### config.mk
export PLATFORM = sky130hd
export DESIGN_NAME = issue_queue
export DESIGN_NICKNAME = d
export VERILOG_FILES = /design/src/rtl/issue_queue.sv
export SDC_FILE = /design/constraint.sdc
export NUM_CORES = 2
export LEC_CHECK = 0
export ABC_CLOCK_PERIOD_IN_PS = 5150
export CORE_MARGIN = 3
export CORE_UTILIZATION = 35
export CTS_BUF_LIST = sky130_fd_sc_hd__clkbuf_4 sky130_fd_sc_hd__clkbuf_8 sky130_fd_sc_hd__clkbuf_16
export DETAILED_ROUTE_END_ITERATION = 8
export HOLD_SLACK_MARGIN = 0.02
export PLACE_DENSITY = 0.54
export REMOVE_ABC_BUFFERS = 1
export SLEW_MARGIN = 30
export SYNTH_ARGS = -nofsm -noshare
export SYNTH_HDL_FRONTEND = slang
export SYNTH_SLANG_ARGS = --single-unit
export TNS_END_PERCENT = 1
### constraint.sdc
create_clock -name CLK -period 5.15 [get_ports CLK]
set_input_delay 1.03 -clock CLK [delete_from_list [all_inputs] [get_ports CLK]]
set_output_delay 1.03 -clock CLK [all_outputs]
set_load 0.05 [all_outputs]
### src/rtl/issue_queue.sv
`default_nettype none
// ============================================================================
// Module   : issue_queue
// Purpose  : Out-of-order issue stage. Buffers dispatched instructions, tracks
//            operand readiness with a register scoreboard, wakes entries on
//            writeback and issues the oldest ready entry to each free FU.
// Revision : 1.0 - initial release
// ============================================================================
module issue_queue #(
    parameter int DEPTH = 8,
    parameter int N_FU  = 4,
    parameter int NREGS = 32,
    parameter int PAY_W = 32,
    localparam int FW   = (N_FU > 1) ? $clog2(N_FU) : 1,
    localparam int RW   = $clog2(NREGS),
    localparam int OW   = $clog2(DEPTH + 1)
) (
    input  logic                  CLK,
    input  logic                  nRST,
    input  logic                  flush,
    input  logic                  freeze,
    input  logic                  disp_valid,
    output logic                  disp_ready,
    input  logic [FW-1:0]         disp_fu,
    input  logic [RW-1:0]         disp_rd,
    input  logic                  disp_rd_en,
    input  logic [RW-1:0]         disp_rs1,
    input  logic [RW-1:0]         disp_rs2,
    input  logic                  disp_rs1_en,
    input  logic                  disp_rs2_en,
    input  logic [PAY_W-1:0]      disp_payload,
    input  logic                  wb_valid,
    input  logic [RW-1:0]         wb_rd,
    input  logic [N_FU-1:0]       fu_ready,
    output logic [N_FU-1:0]       iss_valid,
    output logic [N_FU*PAY_W-1:0] iss_payload,
    output logic [N_FU*RW-1:0]    iss_rd,
    output logic [N_FU-1:0]       iss_rd_en,
    output logic [OW-1:0]         occupancy
);

    localparam int IW = $clog2(DEPTH);

    // Entry storage; older[i] holds a mask of the entries that are older than i.
    logic [DEPTH-1:0] valid;
    logic [DEPTH-1:0] wait1;
    logic [DEPTH-1:0] wait2;
    logic [DEPTH-1:0] ent_rd_en;
    logic [FW-1:0]    ent_fu  [DEPTH];
    logic [RW-1:0]    ent_rs1 [DEPTH];
    logic [RW-1:0]    ent_rs2 [DEPTH];
    logic [RW-1:0]    ent_rd  [DEPTH];
    logic [PAY_W-1:0] ent_pay [DEPTH];
    logic [DEPTH-1:0] older   [DEPTH];
    logic [NREGS-1:0] busy;

    logic             accept;
    logic             keep;
    logic             src1_wait;
    logic             src2_wait;
    logic [IW-1:0]    free_idx;

    logic [DEPTH-1:0] elig     [N_FU];
    logic [DEPTH-1:0] pick     [N_FU];
    logic [PAY_W-1:0] pick_pay [N_FU];
    logic [RW-1:0]    pick_rd  [N_FU];
    logic [N_FU-1:0]  pick_rd_en;
    logic [N_FU-1:0]  issue;
    logic [DEPTH-1:0] remove;
    logic [OW-1:0]    n_remove;

    // Ready only looks at registered occupancy, so a slot freed this cycle is not reused yet.
    assign disp_ready = nRST && !flush && !freeze && (occupancy < OW'(DEPTH));
    assign accept     = disp_valid && disp_ready;
    // Out-of-range FU targets are swallowed: accepted but never stored.
    assign keep       = accept && ({1'b0, disp_fu} < (FW+1)'(N_FU));
    // Same-cycle writeback of a source bypasses the wait.
    assign src1_wait  = disp_rs1_en && (disp_rs1 != '0) && busy[disp_rs1]
                        && !(wb_valid && (wb_rd == disp_rs1));
    assign src2_wait  = disp_rs2_en && (disp_rs2 != '0) && busy[disp_rs2]
                        && !(wb_valid && (wb_rd == disp_rs2));

    // Lowest-index free slot receives the next accepted instruction.
    always_comb begin
        free_idx = '0;
        for (int i = DEPTH - 1; i >= 0; i--) begin
            if (!valid[i]) free_idx = IW'(i);
        end
    end

    // Per-FU oldest-ready select and the resulting removal mask.
    always_comb begin
        remove     = '0;
        issue      = '0;
        pick_rd_en = '0;
        n_remove   = '0;
        for (int f = 0; f < N_FU; f++) begin
            elig[f]     = '0;
            pick[f]     = '0;
            pick_pay[f] = '0;
            pick_rd[f]  = '0;
            for (int i = 0; i < DEPTH; i++) begin
                elig[f][i] = valid[i] && !wait1[i] && !wait2[i] && (ent_fu[i] == FW'(f));
            end
            for (int i = 0; i < DEPTH; i++) begin
                pick[f][i] = elig[f][i] && ((elig[f] & older[i]) == '0);
            end
            for (int i = 0; i < DEPTH; i++) begin
                if (pick[f][i]) begin
                    pick_pay[f]   = ent_pay[i];
                    pick_rd[f]    = ent_rd[i];
                    pick_rd_en[f] = ent_rd_en[i];
                end
            end
            issue[f] = (|pick[f]) && fu_ready[f] && !freeze && !flush;
            if (issue[f]) begin
                remove   = remove | pick[f];
                n_remove = n_remove + OW'(1);
            end
        end
    end

    // Entry array: removal, writeback wakeup, then allocation of the new entry.
    always_ff @(posedge CLK) begin
        if (!nRST || flush) begin
            valid <= '0;
            wait1 <= '0;
            wait2 <= '0;
        end else begin
            for (int i = 0; i < DEPTH; i++) begin
                if (remove[i]) valid[i] <= 1'b0;
                if (wb_valid && (ent_rs1[i] == wb_rd)) wait1[i] <= 1'b0;
                if (wb_valid && (ent_rs2[i] == wb_rd)) wait2[i] <= 1'b0;
            end
            if (keep) begin
                valid[free_idx]     <= 1'b1;
                wait1[free_idx]     <= src1_wait;
                wait2[free_idx]     <= src2_wait;
                ent_fu[free_idx]    <= disp_fu;
                ent_rs1[free_idx]   <= disp_rs1;
                ent_rs2[free_idx]   <= disp_rs2;
                ent_rd[free_idx]    <= disp_rd;
                ent_rd_en[free_idx] <= disp_rd_en;
                ent_pay[free_idx]   <= disp_payload;
                older[free_idx]     <= valid;
                for (int j = 0; j < DEPTH; j++) begin
                    older[j][free_idx] <= 1'b0;
                end
            end
        end
    end

    // Scoreboard and occupancy; a set on accept overrides a same-cycle writeback clear.
    always_ff @(posedge CLK) begin
        if (!nRST || flush) begin
            busy      <= '0;
            occupancy <= '0;
        end else begin
            if (wb_valid) busy[wb_rd] <= 1'b0;
            if (keep && disp_rd_en && (disp_rd != '0)) busy[disp_rd] <= 1'b1;
            occupancy <= occupancy + OW'(keep) - n_remove;
        end
    end

    // Issue outputs: one-cycle strobes, held during freeze, dropped on flush.
    always_ff @(posedge CLK) begin
        if (!nRST) begin
            iss_valid   <= '0;
            iss_payload <= '0;
            iss_rd      <= '0;
            iss_rd_en   <= '0;
        end else if (flush) begin
            iss_valid <= '0;
        end else if (!freeze) begin
            iss_valid <= issue;
            for (int f = 0; f < N_FU; f++) begin
                if (issue[f]) begin
                    iss_payload[f*PAY_W +: PAY_W] <= pick_pay[f];
                    iss_rd[f*RW +: RW]            <= pick_rd[f];
                    iss_rd_en[f]                  <= pick_rd_en[f];
                end
            end
        end
    end

endmodule
`default_nettype wire
==> impl_metrics.yaml <==
timing:
  finClkSkew_ns: 0.0412
  finalMaxSlewViolations: 0
  hold_viol: 0
  tightest_slew_ns: 1.07
  rsz0062_at_grt: "no"
  timing.hold.ws_ns: 0.449
  maxSlewHeadroom_pct: 26.5
  min_period_over_period_pct: 92.8
  max_freq_ghz: 0.209
  period_minus_slack_ns: 4.78
  finalSetupViolCount: 0
grt:
  grt_pass1_wl_um: 251000
  antenna_found_initial: 1
  grtUsageTotal_pct: 32.5
  grt_max_degree: 83
  grt_overflow_total: 0
  grt_pass1_vias: 33600
die:
  rows: 116
  core-area_um2: 100000
  dieArea_um2: 105000
  die_x_um: 325
  boundaryPins: 228
  chipHeight_um: 325
  initial_core_util_pct: 35.4
detailed_routing:
  ant_nets: 0
  drt_iter0_markers: 4924
  firstDrtPassIters: 8
  wl_per_cell_um: 34.0
  dr_total_vias: 34700
  drt-total-wl_um: 178000
  drcViolationCount: 0
  routed_via_density: 6.64
logic_synthesis:
  postSynthAreaPerCell_um2: 9.73
  synth.ff_latch_count: 679
  syn_inst: 3650
  synth_fa_ha_area_share_pct: 0.373
  synth-edff-count: 400
  synth_compound_area_share_pct: 25.0
  yosys_warnings: 0
  synthArstFlopShare_pct: 0
  synthMuxAreaShare_pct: 2.64
  seq_area_frac_synth_pct: 49.5
  ys_types: 100
  synth_area_um2: 35500
  ys.flop_type: "edfxtp_1"
  yosys.area_share.simple_pct: 14.7
  synth_top_family_by_area: "compound AO/OA/AOI/OAI gates"
  synth_xor_area_share_pct: 2.37
critical_path:
  arrival_ns: 5.34
  slowest_stage: "or4b_2"
  crit_type: "flop to flop"
  critPathMaxStageDelay_ns: 0.88
  required_ns: 5.72
  cp_common_cell: "ha_1"
  critPathLaunchType: "flop"
  ff2ff_path_depth: 16
  path_cells: "or4b_2 -> o221ai_1 -> nor4_2 -> nor4_1 -> a31o_2 -> inv_2 -> ha_1 -> xor2_1 -> ha_1 -> mux2i_1 -> ha_1 -> ha_1 -> a21o_1 -> a21oi_1 -> xnor2_1 -> nor2_1"
  end_kind: "flop"
  path_max_fanout: 6
clock_network:
  cts_buffers: 82
  clkSlewWorstSetupHoldPaths_ns: 0.05
  post_cts_buffers: 0
  cts_tree: "built"
  cts_resized: 0
  htree_levels: 3
  cts_sinks: 679
  insertion_delay_ns: 0.69
  ctsHoldBuffers: 0
  clk_path_buf_depth: 3
  cts_root_buffer: "clkbuf_16"
cells_and_area:
  syn_to_final_growth_pct: 20.0
  num-nets-final: 3868
  drive_gt1_share_pct: 12.1
  final_core_util_pct: 42.5
  final_cells: 5220
job:
  max_cap_violations: 0
placed_design:
  routabilityCongestion: 1.02
  dp_cells: 5064
  io_buffers: 227
  dp_hpwl_um: 107000
outcome:
  status: "completed"
power_and_ir_drop:
  finalPower_mw: 12.2
  pwr_density_cell_nw_per_um2: 287
  p_leak_nw: 13.7
  irDropWorstVdd_mv: 0.284
worst_hold_path:
  hold_depth: 1
  hold_path.class: "flop to flop"
report_power, final:
| part | leakage [nW] | internal [mW] | switching [mW] |
|---|---|---|---|
| Combinational | 6.43 | 0.119 | 0.247 |
| Clock | 1.41 | 3.64 | 2.45 |
| Sequential | 5.85 | 5.76 | 0.0132 |
| Total | 13.7 | 9.52 | 2.71 |
logic make-up after synthesis:
logic type      count (synthesis)
buf+inv                       448
simple gates                 1087
xor+xnor                       96
fa+ha+maj                      10
compound gates               1264
flops                         679
mux                            66
final timing paths:
check / end / slack [ns] / start
min: older[2][2] / 0.45 / older[2][2]
max reg2reg: occupancy[3] / 0.37 / ent_fu[2][1]
min reg2reg: older[2][2] / 0.45 / older[2][2]
max: occupancy[3] / 0.37 / ent_fu[2][1]
cells in the mapped netlist, types with 37 or more instances:
cell	n	area share, %
a221oi_1	69	1.7
a21oi_1	122	1.7
nor3_1	96	1.4
nand3_1	171	2.4
and3_1	47	0.83
dfxtp_1	279	16
o31ai_1	37	0.78
a31oi_1	215	3.8
nand2_1	313	3.3
buf_2	43	0.61
o21ai_1	70	0.99
o221ai_1	78	1.9
edfxtp_1	400	34
a32oi_1	39	0.96
mux2_2	42	1.3
inv_1	93	0.98
a211oi_1	113	2.4
xnor2_1	37	0.91
o22a_1	41	1.0
a2111oi_0	38	0.94
o21ai_0	136	1.9
a222oi_1	39	1.1
o22ai_1	124	2.2
clkbuf_1	256	2.7
nor2_1	287	3.0
xor2_1	59	1.5
per-layer routing:
layer,up-vias,GRT usage (%),share of wire (%)
li1,14500,-,-
met1,16900,42.5,39
met2,2530,50.8,44
met3,661,6.81,11
met4,0,16.4,6.0
met5,-,0,0
cell type report:
| class | instances | area (um2) |
|---|---|---|
| antenna | 3 | 7.51 |
| clock inverter | 27 | 303 |
| inverter | 96 | 362 |
| clock buffer | 126 | 2520 |
| fill | 9737 | 57800 |
| tap | 1357 | 1700 |
| sequential | 679 | 17600 |
| timing repair buffer | 409 | 3930 |
| multi-input combinational | 2523 | 16200 |
metrics by stage:
step	TNS, ns	area [um2]	worst slack (ns)
3_5_place_dp	0	39800	0.391
4_1_cts	0	42600	0.409
5_1_grt	0	42600	0.0666
2_1_floorplan	-355.09	34000	-3.40
6_report	0	42600	0.371
3_3_place_gp	0	39800	0.398
placed cells by master (no fill, tap or decap), types with 11 or more instances in the layout:
master,count
o221ai_1,78
mux2_2,42
nor2_1,280
a32oi_1,39
nand3_1,167
clkbuf_4,29
clkdlybuf4s50_1,225
o31a_1,24
o22a_1,41
nor4_1,21
dfxtp_1,279
a2111oi_0,36
a221oi_1,69
mux4_2,18
nand2_1,309
nor3_1,94
a211oi_1,113
buf_12,23
o31ai_1,37
a21boi_0,14
clkbuf_8,11
buf_4,158
a221o_1,16
a31oi_1,215
a222oi_1,39
o22ai_1,124
nand2b_1,12
xnor2_1,37
and3_1,43
xor2_1,59
o21ai_1,70
a21oi_1,121
o211ai_1,19
o21ai_0,136
and2_1,16
inv_1,88
edfxtp_1,400
clkbuf_16,86
worst max-delay path, delay by kind of cell, from the launching register on:
family	cells	cell delay, ns
AOI/OAI and AO/OA	4	1.06
xor gates and xnor gates	2	0.38
adders and majority gates	4	1.13
buffers and inverters	1	0.07
DFF	1	0.43
muxes	1	0.13
and+or+nand+nor	4	1.49
registers in the layout, summed over array words and instances, names as in the netlist:
| name | count |
|---|---|
| occupancy | 4 |
| older | 64 |
| wait2 | 8 |
| ent_rd_en | 8 |
| iss_rd | 20 |
| busy | 31 |
| valid | 8 |
| iss_valid | 4 |
| wait1 | 8 |
| iss_rd_en | 4 |
| ent_pay | 256 |
| ent_rs1 | 40 |
| ent_rd | 40 |
| ent_fu | 16 |
| ent_rs2 | 40 |
| iss_payload | 128 |
Note: power is estimated with default switching activity, not from simulation.
